File: src/rtl/seq_divider_param.sv
// Self-sequenced restoring divider (unsigned / two's complement) with start/busy/done
// handshake, explicit divide-by-zero and signed-overflow flags.
module seq_divider_param #(
    parameter int WIDTH = 10,
    parameter int CNT_W = $clog2(WIDTH)
) (
    input  logic             clk,
    input  logic             clr,
    input  logic             start,
    input  logic             signed_mode,
    input  logic [WIDTH-1:0] a_in,
    input  logic [WIDTH-1:0] b_in,
    output logic             busy,
    output logic             done,
    output logic [WIDTH-1:0] q_out,
    output logic [WIDTH-1:0] r_out,
    output logic             dbz,
    output logic             ovf
);

    typedef enum logic [1:0] {S_IDLE, S_CALC, S_FIX} state_t;
    typedef enum logic [1:0] {K_NORM, K_DBZ, K_OVF} kind_t;

    localparam logic [WIDTH-1:0] ONE     = WIDTH'(1);
    localparam logic [WIDTH-1:0] MIN_NEG = {1'b1, {(WIDTH-1){1'b0}}};

    function automatic logic [WIDTH-1:0] neg_if(input logic [WIDTH-1:0] v, input logic n);
        return n ? (~v + ONE) : v;
    endfunction

    state_t           state_q, state_d;
    kind_t            kind_q, kind_d;
    logic [CNT_W-1:0] cnt_q, cnt_d;
    logic [WIDTH:0]   acc_q, acc_d;
    logic [WIDTH-1:0] dq_q, dq_d;      // dividend shifts out, quotient bits shift in
    logic [WIDTH-1:0] dvs_q, dvs_d;
    logic [WIDTH-1:0] araw_q, araw_d;
    logic             qsgn_q, qsgn_d;
    logic             rsgn_q, rsgn_d;
    logic [WIDTH-1:0] q_out_q, q_out_d;
    logic [WIDTH-1:0] r_out_q, r_out_d;
    logic             dbz_q, dbz_d;
    logic             ovf_q, ovf_d;
    logic             done_q, done_d;

    logic [WIDTH+1:0] shl;
    logic [WIDTH+1:0] trial;
    logic             a_neg, b_neg;

    always_ff @(posedge clk or negedge clr) begin
        if (!clr) begin
            state_q <= S_IDLE;
            kind_q  <= K_NORM;
            cnt_q   <= '0;
            acc_q   <= '0;
            dq_q    <= '0;
            dvs_q   <= '0;
            araw_q  <= '0;
            qsgn_q  <= 1'b0;
            rsgn_q  <= 1'b0;
            q_out_q <= '0;
            r_out_q <= '0;
            dbz_q   <= 1'b0;
            ovf_q   <= 1'b0;
            done_q  <= 1'b0;
        end else begin
            state_q <= state_d;
            kind_q  <= kind_d;
            cnt_q   <= cnt_d;
            acc_q   <= acc_d;
            dq_q    <= dq_d;
            dvs_q   <= dvs_d;
            araw_q  <= araw_d;
            qsgn_q  <= qsgn_d;
            rsgn_q  <= rsgn_d;
            q_out_q <= q_out_d;
            r_out_q <= r_out_d;
            dbz_q   <= dbz_d;
            ovf_q   <= ovf_d;
            done_q  <= done_d;
        end
    end

    // One extra bit on the trial keeps its sign unambiguous for any divisor magnitude.
    assign shl   = {acc_q, dq_q[WIDTH-1]};
    assign trial = shl - {2'b00, dvs_q};
    assign a_neg = signed_mode & a_in[WIDTH-1];
    assign b_neg = signed_mode & b_in[WIDTH-1];

    always_comb begin
        state_d = state_q;
        kind_d  = kind_q;
        cnt_d   = cnt_q;
        acc_d   = acc_q;
        dq_d    = dq_q;
        dvs_d   = dvs_q;
        araw_d  = araw_q;
        qsgn_d  = qsgn_q;
        rsgn_d  = rsgn_q;
        case (state_q)
            S_IDLE: begin
                if (start) begin
                    dq_d   = neg_if(a_in, a_neg);
                    dvs_d  = neg_if(b_in, b_neg);
                    qsgn_d = a_neg ^ b_neg;
                    rsgn_d = a_neg;
                    araw_d = a_in;
                    acc_d  = '0;
                    cnt_d  = CNT_W'(WIDTH-1);
                    if (b_in == '0) begin
                        kind_d  = K_DBZ;
                        state_d = S_FIX;
                    end else if (signed_mode && a_in == MIN_NEG && b_in == '1) begin
                        kind_d  = K_OVF;
                        state_d = S_FIX;
                    end else begin
                        kind_d  = K_NORM;
                        state_d = S_CALC;
                    end
                end
            end
            S_CALC: begin
                acc_d = trial[WIDTH+1] ? shl[WIDTH:0] : trial[WIDTH:0];
                dq_d  = {dq_q[WIDTH-2:0], ~trial[WIDTH+1]};
                cnt_d = cnt_q - CNT_W'(1);
                if (cnt_q == '0) state_d = S_FIX;
            end
            S_FIX:   state_d = S_IDLE;
            default: state_d = S_IDLE;
        endcase
    end

    always_comb begin
        q_out_d = q_out_q;
        r_out_d = r_out_q;
        dbz_d   = dbz_q;
        ovf_d   = ovf_q;
        done_d  = 1'b0;
        if (state_q == S_FIX) begin
            done_d = 1'b1;
            case (kind_q)
                K_DBZ: begin
                    q_out_d = '1;
                    r_out_d = araw_q;
                    dbz_d   = 1'b1;
                    ovf_d   = 1'b0;
                end
                K_OVF: begin
                    q_out_d = MIN_NEG;
                    r_out_d = '0;
                    dbz_d   = 1'b0;
                    ovf_d   = 1'b1;
                end
                default: begin
                    q_out_d = neg_if(dq_q, qsgn_q);
                    r_out_d = neg_if(acc_q[WIDTH-1:0], rsgn_q);
                    dbz_d   = 1'b0;
                    ovf_d   = 1'b0;
                end
            endcase
        end
    end

    assign busy  = (state_q != S_IDLE);
    assign done  = done_q;
    assign q_out = q_out_q;
    assign r_out = r_out_q;
    assign dbz   = dbz_q;
    assign ovf   = ovf_q;

endmodule

File: config.mk
export PLATFORM = sky130hd
export DESIGN_NAME = seq_divider_param
export DESIGN_NICKNAME = d
export VERILOG_FILES = /design/src/rtl/seq_divider_param.sv
export SDC_FILE = /design/constraint.sdc
export NUM_CORES = 1
export LEC_CHECK = 0
export CAP_MARGIN = 20
export CORE_MARGIN = 3
export CORE_UTILIZATION = 54
export DETAILED_ROUTE_END_ITERATION = 16
export PLACE_DENSITY = 0.77
export SETUP_SLACK_MARGIN = 0.5
export SYNTH_ARGS = -nofsm -noshare
export SYNTH_HDL_FRONTEND = slang
export SYNTH_SLANG_ARGS = --single-unit
File: constraint.sdc
create_clock -name clk -period 4.15 [get_ports clk]
set_input_delay 0.415 -clock clk [delete_from_list [all_inputs] [get_ports clk]]
set_output_delay 0.415 -clock clk [all_outputs]
set_load 0.02 [all_outputs]
# [After elaboration in Yosys (flattened, before gate mapping)]
# Cells that the tools add are included.
[op_classes] n_addsub=6 eq_ne=8 magnitude_cmp=0 div=0 mul=0 bitwise_logic=8 n_reduce_logical=10 shift=0 mux=23
[ops] op="one-hot mux 10 bit (2 select lines)" count=3
[ops] op="two-way mux 10 bit" count=5
[ops] op="adder 10 x 1 -> 10 bit, second input constant" count=4
[ops] op="NOT 10 bit" count=4
[ops] op="two-way mux 11 bit" count=2
[ops] op="one-hot mux 11 bit (2 select lines)" count=1
[ops] op="== test 10 bit, second input constant" count=2
[ops] op="two-way mux 2 bit" count=6
[ops] op="subtractor 12 x 10 -> 12 bit" count=1
[ops] op="zero test 10 bit" count=1
[ops] op="one-hot mux 4 bit (2 select lines)" count=1
[ops] op="AND reduction 2 bit" count=3
[ops] op="== test 2 x 1 -> 1 bit, second input constant" count=2
[ops] op="== test 2 bit, second input constant" count=2
[ops] op="zero test 4 bit" count=1
[ops] op="two-way mux 4 bit" count=1
[ops] op="inequality test 2 bit, second input constant" count=2
[ops] op="one-hot mux 2 bit (2 select lines)" count=1
[ops] op="nonzero test 2 bit" count=2
[ops] op="subtractor 4 x 1 -> 4 bit, second input constant" count=1
[ops] op="two-way mux 1 bit" count=3
[ops] op="AND 1 bit" count=2
[ops] op="logical AND 1 bit" count=2
[ops] op="zero test 2 bit" count=1
[ops] op="other kinds (2)" count=2
[word_totals] mem_count=0 regBits=74 rom_bits=0 wordCells=69 output_inout_bits=24 ram_bits=0 latch_bits=0

# [Logic depth before layout (Yosys ltp)]
# Gate-level depths: netlist of the first run.
[depth] ltp_word=7 mapped_depth=9 depth_no_buf=9

# [Worst setup path after synthesis of the first run]
# No wires, ideal clock.
[synth_timing] kind="register -> register" from="reg acc_q[3]" to="reg acc_q[6]" arrival_ns=2.350 path_stages_with_launch=9 path_slack_ns=1.674 setup_time_ns=0.126 cell_sequence="dfrtp_1 > ha_1 > a21o_1 > or3_1 > o22a_2 > mux2_4 > and2_4 > buf_6 > a221o_1"
[synth_between] elab_chain_len=3
[synth_lines] item="start, declared" line_no="34" source="logic [WIDTH:0] acc_q, acc_d;"
[synth_lines] item="start signal, assigned" line_no="55" source="acc_q <= '0;"
[synth_lines] item="start signal, assigned" line_no="70" source="acc_q <= acc_d;"
[synth_lines] item="subtractor 12 x 10 -> 12 bit" line_no="86" source="assign trial = shl - {2'b00, dvs_q};"
[synth_lines] item="two-way mux 11 bit" line_no="123" source="acc_d = trial[WIDTH+1] ? shl[WIDTH:0] : trial[WIDTH:0];"
[synth_lines] item="one-hot mux 11 bit (2 select lines)" line_no="100" source="case (state_q)"
# No other way between the ends.
# A chain may end at the register's enable or synchronous reset.

# [Final worst setup path of the first run]
# Ends and elaborated chain as after synthesis.

==> results.sh, run 1 <==
export IMPL_slowest_delay_ns=0.45
export IMPL_setup_tns_ns=0
export IMPL_io_pins=48
export IMPL_grt_start_max_net_pins=48
export IMPL_crit_start="acc_q[3]"
export IMPL_die_w_um=96.9
export IMPL_drc_errors=0
export IMPL_hp_class="input pin to asynchronous set/reset pin"
export IMPL_crit_end="acc_q[6]"
export IMPL_grt_usage=0.225
export IMPL_cts_made_buffers=9
export IMPL_vdd_drop_max_mv=0.339
export IMPL_worst_pin_slew_ns=0.876
export IMPL_synth_distinct_cells=58
export IMPL_clock_skew_ns=0.0140
export IMPL_placementRows=32
export IMPL_synth_warnings=0
export IMPL_p_leak_nw=2.33
export IMPL_via_per_inst=5.81
export IMPL_status="completed"
export IMPL_dieArea_um2=9390
export IMPL_antenna_found_initial=0
export IMPL_fin_crit_sh=0.649
export IMPL_drt_iter0_drc=269
export IMPL_ys_flop_type="dfrtp_1"
export IMPL_crit_chain="ha_1 > a21o_1 > or3_1 > o22a_2 > mux2_4 > and2_4 > a221o_1"
export IMPL_cts_tree="done"
export IMPL_r2r_setup_slack_ns=1.46
export IMPL_timing_max_cap_violations=0
export IMPL_cts_sinks=74
export IMPL_fmax_ghz=0.372
export IMPL_area_growth_pct=17.8
export IMPL_ctsHoldBuffers=0
export IMPL_diodes=0
export IMPL_overflow=0
export IMPL_synthArstFlopShare=1.00
export IMPL_fin_nets=598
export IMPL_setup_worst_path_end_class="flop"
export IMPL_cts_max_path_buffers=2
export IMPL_power_density_nw_per_um2=813
export IMPL_setup_viol=0
export IMPL_num_vias=3846
export IMPL_synth_edf_count=0
export IMPL_synth_area_leaders="dfrtp_1 (42%), nand2_1 (7.9%), ha_1 (5.0%), xnor2_1 (4.3%), o21ai_0 (4.0%)"
export IMPL_syn_area_um2=4460
export IMPL_rsz0062_at_grt="false"
export IMPL_fill_cells=649
export IMPL_synth_avg_cell_area_um2=8.63
export IMPL_slew_limit_headroom=0.414
export IMPL_r2r_cells=7
export IMPL_startpoint_type="flop"
export IMPL_die_h_um=96.9
export IMPL_required_ns=4.39
export IMPL_finalHoldViolCount=0
export IMPL_holdWs_ns=0.0116
export IMPL_dp_hpwl_um=7810
export IMPL_ctsRootBufferMaster="clkbuf_8"
export IMPL_drt_pass1_iterations=5
export IMPL_grt_pass1_vias=3530
export IMPL_syn_inst=517
export IMPL_min_period_ns=2.69
export IMPL_criticalPathCategory="flop to flop"
export IMPL_grt_pass1_wl_um=17300
export IMPL_insertion_delay_ns=0.36
export IMPL_slew_viol_final=0
export IMPL_initial_core_util=0.566
export IMPL_finalWeightedCongestion=0.928
export IMPL_routed_wl_um=10300
export IMPL_yosysTopAreaCell="dfrtp_1"
export IMPL_cts_clk_slew_worst_paths_ns=0.09
export IMPL_routedWlPerCell_um=15.6
export IMPL_r2r_start="acc_q[3]"
export IMPL_cts_repair_resized=0
export IMPL_r2r_end="acc_q[6]"
export IMPL_slowest_stage="dfrtp_1"
export IMPL_ant_nets=0
export IMPL_ys_ff_latch=74
export IMPL_core_um2=7890
export IMPL_synth_top_area_frac=0.415
export IMPL_syn_num_nets=560
export IMPL_seq_area_frac_synth=0.415
export IMPL_postCtsSetupBuffers=0
export IMPL_crit_fanout=15
export IMPL_cp_arrival_ns=2.93
export IMPL_portBuffers=47
export IMPL_final_layout_size_suffix_gt1_frac=0.0589
export IMPL_htreeDepth=3
==> critical path: cells and delay by family, from the launching register on <==
kind            cells  cell delay, ns
simple gates        2            0.57
flops               1            0.45
mux                 1            0.39
fa+ha+maj           1            0.38
compound gates      3            0.78
==> registers in the layout (all words and copies together) (netlist names) <==
| name | count |
|---|---|
| state_q | 2 |
| ovf | 1 |
| rsgn_q | 1 |
| acc_q | 11 |
| qsgn_q | 1 |
| dq_q | 10 |
| r_out | 10 |
| dbz | 1 |
| araw_q | 10 |
| q_out | 10 |
| cnt_q | 4 |
| done | 1 |
| kind_q | 2 |
| dvs_q | 10 |
==> where the power goes <==
part	total, mW	switching [mW]	internal [mW]
logic	2.27	1.24	1.03
clock network	0.662	0.287	0.375
registers	1.34	0.306	1.04
total	4.27	1.83	2.44
==> cells in the mapped netlist (4+ instances only) <==
cell type,n
or3_1,4
o21ai_0,36
nor4_1,4
a31oi_1,5
a22oi_1,6
o211ai_1,6
nor2b_1,5
nor2_1,47
xnor2_1,22
or4_1,5
clkbuf_1,22
nand2b_1,8
dfrtp_1,74
a211oi_1,6
nand4_1,7
xor2_1,17
ha_1,18
a221oi_1,8
inv_1,28
a21oi_1,18
nand2_1,94
nand3_1,13
nor3_1,6
o41ai_1,4
a21o_1,9
==> metal layers <==
layer / track usage / vias to the layer above / share of wire
li1: - / 1888 / -
met1: 0.321 / 1786 / 0.46
met2: 0.350 / 148 / 0.46
met3: 0.0476 / 24 / 0.059
met4: 0.0583 / 0 / 0.019
met5: 0 / - / 0
==> per-stage QoR <==
step,power [mW],instance area (um^2),util,cells,worst slack (ns)
4_1_cts,4.25,5210,0.660,660,1.50
5_1_grt,4.63,5260,0.666,662,1.41
2_1_floorplan,3.03,4460,-,517,1.67
3_3_place_gp,3.50,4970,0.630,644,1.43
6_report,4.27,5260,0.666,662,1.46
3_5_place_dp,3.58,4970,0.630,644,1.36
==> kinds of logic after synthesis <==
kind of cell | count (synthesis) | synth area share
flops | 74 | 0.415
mux | 3 | 0.00785
compound gates | 125 | 0.195
fa+ha+maj | 19 | 0.0550
xor+xnor | 39 | 0.0766
simple gates | 203 | 0.203
buf+inv | 54 | 0.0480
==> how the worst min path moves through the flow <==
stage / startpoint / endpoint / slack, ns
2_1_floorplan: clr / acc_q[0] / 0.12
3_3_place_gp: dbz / dbz / 0.46
5_1_grt: clr / araw_q[6] / 0.04
4_1_cts: clr / done / 0.27
6_report: clr / araw_q[6] / 0.01
3_5_place_dp: q_out[5] / q_out[5] / 0.47
==> area by class of cell <==
| type | count | area (um^2) | area share |
|---|---|---|---|
| multi-input cells | 389 | 2390 | 0.456 |
| flip-flops and latches | 74 | 1850 | 0.352 |
| repair buffers | 52 | 536 | 0.102 |
| clock buffers | 11 | 151 | 0.0288 |
| well taps | 102 | 128 | 0.0243 |
| inverters | 29 | 109 | 0.0207 |
| clock inverters | 5 | 85.1 | 0.0162 |
==> placed cells by master (no fill, tap or decap), drive strengths merged, types with 8 or more instances in the layout <==
| cell | instances |
|---|---|
| nand2 | 94 |
| dfrtp | 74 |
| nor2 | 47 |
| clkdlybuf4s50 | 46 |
| o21ai | 36 |
| inv | 29 |
| xnor2 | 22 |
| a21oi | 18 |
| ha | 18 |
| xor2 | 17 |
| nand3 | 13 |
| clkbuf | 11 |
| a21o | 9 |
| a221oi | 9 |
| nand2b | 8 |
Power figures use the tool's default switching activity.
==> run 2, diff against run 1 <==
--- a/config.mk
+++ b/config.mk
@@ -7,7 +7,7 @@
 export LEC_CHECK = 0
 export CAP_MARGIN = 20
 export CORE_MARGIN = 3
-export CORE_UTILIZATION = 54
+export CORE_UTILIZATION = 52
 export DETAILED_ROUTE_END_ITERATION = 16
 export PLACE_DENSITY = 0.77
 export SETUP_SLACK_MARGIN = 0.5
==> constraint.sdc (replaced) <==
create_clock -name clk -period 2.39 [get_ports clk]
set_input_delay 0.239 -clock clk [delete_from_list [all_inputs] [get_ports clk]]
set_output_delay 0.239 -clock clk [all_outputs]
set_load 0.02 [all_outputs]
==> run 2 against run 1 <==
Effect of this change: cell area up 8.0%; routed wire length up 11%; sequential share of layout area decreased by 2.5 points.
==> results.sh, run 2 (synthesis gave the netlist of run 1 again) <==
export IMPL_status="completed"
export IMPL_cp_arrival_ns=2.61
export IMPL_cts_clk_slew_worst_paths_ns=0.08
export IMPL_hold_end="araw_q[5]"
export IMPL_overflow=0
export IMPL_drc_errors=0
export IMPL_criticalPathCategory="flop to flop"
export IMPL_initial_core_util=0.540
export IMPL_worst_pin_slew_ns=0.748
export IMPL_vdd_drop_max_mv=0.540
export IMPL_p_switching_mw=3.61
export IMPL_portBuffers=47
export IMPL_fin_nets=630
export IMPL_slew_limit_headroom=0.501
export IMPL_dieArea_um2=9720
export IMPL_largest_reg_flops=11
export IMPL_clock_power_share=0.117
export IMPL_io_pins=48
export IMPL_clock_skew_ns=0.00980
export IMPL_startpoint_type="flop"
export IMPL_r2r_setup_slack_ns=0.02
export IMPL_diodes=0
export IMPL_cts_made_buffers=9
export IMPL_via_per_inst=5.88
export IMPL_grt_pass1_vias=3945
export IMPL_final_cell_mix="nand2_1 (91), dfrtp_1 (70), nor2_1 (46)"
export IMPL_swShare=0.436
export IMPL_die_h_um=98.6
export IMPL_power_density_nw_per_um2=1460
export IMPL_p_int_mw=4.67
export IMPL_drt_pass1_iterations=6
export IMPL_r2r_end="acc_q[6]"
export IMPL_min_period_ns=2.37
export IMPL_num_vias=4095
export IMPL_final_layout_size_suffix_gt1_frac=0.176
export IMPL_hold_path_depth=4
export IMPL_setup_viol=0
export IMPL_grt_pass1_wl_um=18500
export IMPL_timing_max_cap_violations=0
export IMPL_die_w_um=98.6
export IMPL_power_mw=8.28
export IMPL_cts_sinks=74
export IMPL_cts_tree="done"
export IMPL_routed_wl_um=11400
export IMPL_p_leak_nw=2.51
export IMPL_htreeDepth=3
export IMPL_r2r_cells=7
export IMPL_grt_start_max_net_pins=49
export IMPL_insertion_delay_ns=0.36
export IMPL_pre_cts_ws_ns=-0.109
export IMPL_design_area_um2=5680
export IMPL_ctsRootBufferMaster="clkbuf_8"
export IMPL_fin_crit_sh=0.991
export IMPL_setup_ws_ns=0.0205
export IMPL_comb_power_share=0.603
export IMPL_postLayoutCoreUtil=0.687
export IMPL_ant_nets=0
export IMPL_core_um2=8260
export IMPL_rsz0062_at_grt="true"
export IMPL_routedWlPerCell_um=16.4
export IMPL_antenna_found_initial=0
export IMPL_finalHoldViolCount=0
export IMPL_finalWeightedCongestion=0.881
export IMPL_r2r_start="acc_q[2]"
export IMPL_regMostFlops="acc_q"
export IMPL_dp_hpwl_um=8190
export IMPL_grt_usage=0.234
export IMPL_fmax_ghz=0.422
export IMPL_p_seq_frac=0.279
export IMPL_cts_max_path_buffers=2
export IMPL_fill_cells=641
export IMPL_crit_fanout=8
export IMPL_crit_start="acc_q[2]"
export IMPL_placed_area_um2=5160
export IMPL_min_delay_start="a_in[5]"
export IMPL_placementRows=33
export IMPL_hp_class="input pin to flop"
export IMPL_required_ns=2.63
export IMPL_drt_iter0_drc=388
export IMPL_layout_commonest_cell="nand2_1"
export IMPL_slew_viol_final=0
export IMPL_setup_worst_path_end_class="flop"
export IMPL_area_growth_pct=27.3
export IMPL_holdWs_ns=0.390
==> run 2: cell types whose count changed in the layout (fill, tap and decap cells not counted), moves of 5 or more <==
cell             change
buf_4               +29
ha_1                 -6
clkdlybuf4s50_1      -5
inv_1                -5
inv_2                +5
==> run 2: power by group through the flow <==
stage,clock network (mW),registers (mW),logic [mW]
after detailed placement,0,2.30,4.23
after global routing,1.04,2.39,5.47
after global placement,0,2.26,4.06
final,0.973,2.32,5.00
after CTS,0.984,2.29,4.57
after floorplan,0,2.35,2.98
==> run 2: area by class of cell <==
cell class / instances / area (um^2) / area share
Multi-Input combinational cell: 389 / 2620 / 0.461
Sequential cell: 74 / 1860 / 0.327
Timing Repair Buffer: 84 / 767 / 0.135
Tap cell: 105 / 131 / 0.0231
Clock buffer: 10 / 128 / 0.0225
Inverter: 29 / 110 / 0.0194
Clock inverter: 6 / 66.3 / 0.0117
==> run 2: metrics by stage <==
step           std cells  TNS (ns)
3_5_place_dp         666    -0.213
2_1_floorplan        517         0
4_1_cts              690         0
3_3_place_gp         666    -0.112
6_report             697         0
5_1_grt              697   -0.0515
==> run 2: worst max-delay path: stages (launching register included) <==
cell and delay, ns:
dfrtp_1 0.43, ha_2 0.41, o211ai_1 0.12, a21oi_1 0.24, o22a_2 0.23, mux2_4 0.34, and2_4 0.18, a221o_1 0.30
==> run 2: what timing repair did <==
action	4_1_cts	5_1_grt
endpoints found under the setup margin	33	23
hold buffers	1	0
hold endpoints to repair	26	0
setup buffers	7	7
resized for setup	27	24
pin swaps	18	15
==> run 2: worst max path at each step <==
stage / depth (start not counted) / slack (ns) / endpoint
after detailed placement: 7 / -0.11 / state_q[1]
after CTS: 8 / 0.14 / acc_q[6]
after global routing: 7 / -0.02 / acc_q[6]
after floorplan: 8 / 0.05 / acc_q[6]
final: 7 / 0.02 / acc_q[6]
after global placement: 7 / -0.06 / state_q[1]
==> run 2: per-layer routing <==
layer	vias up	share of wire	wire, um	global-route usage
li1	1951	-	-	-
met1	1942	0.42	4840	0.300
met2	161	0.48	5490	0.395
met3	41	0.062	704	0.0340
met4	0	0.033	374	0.103
met5	-	0	0	0
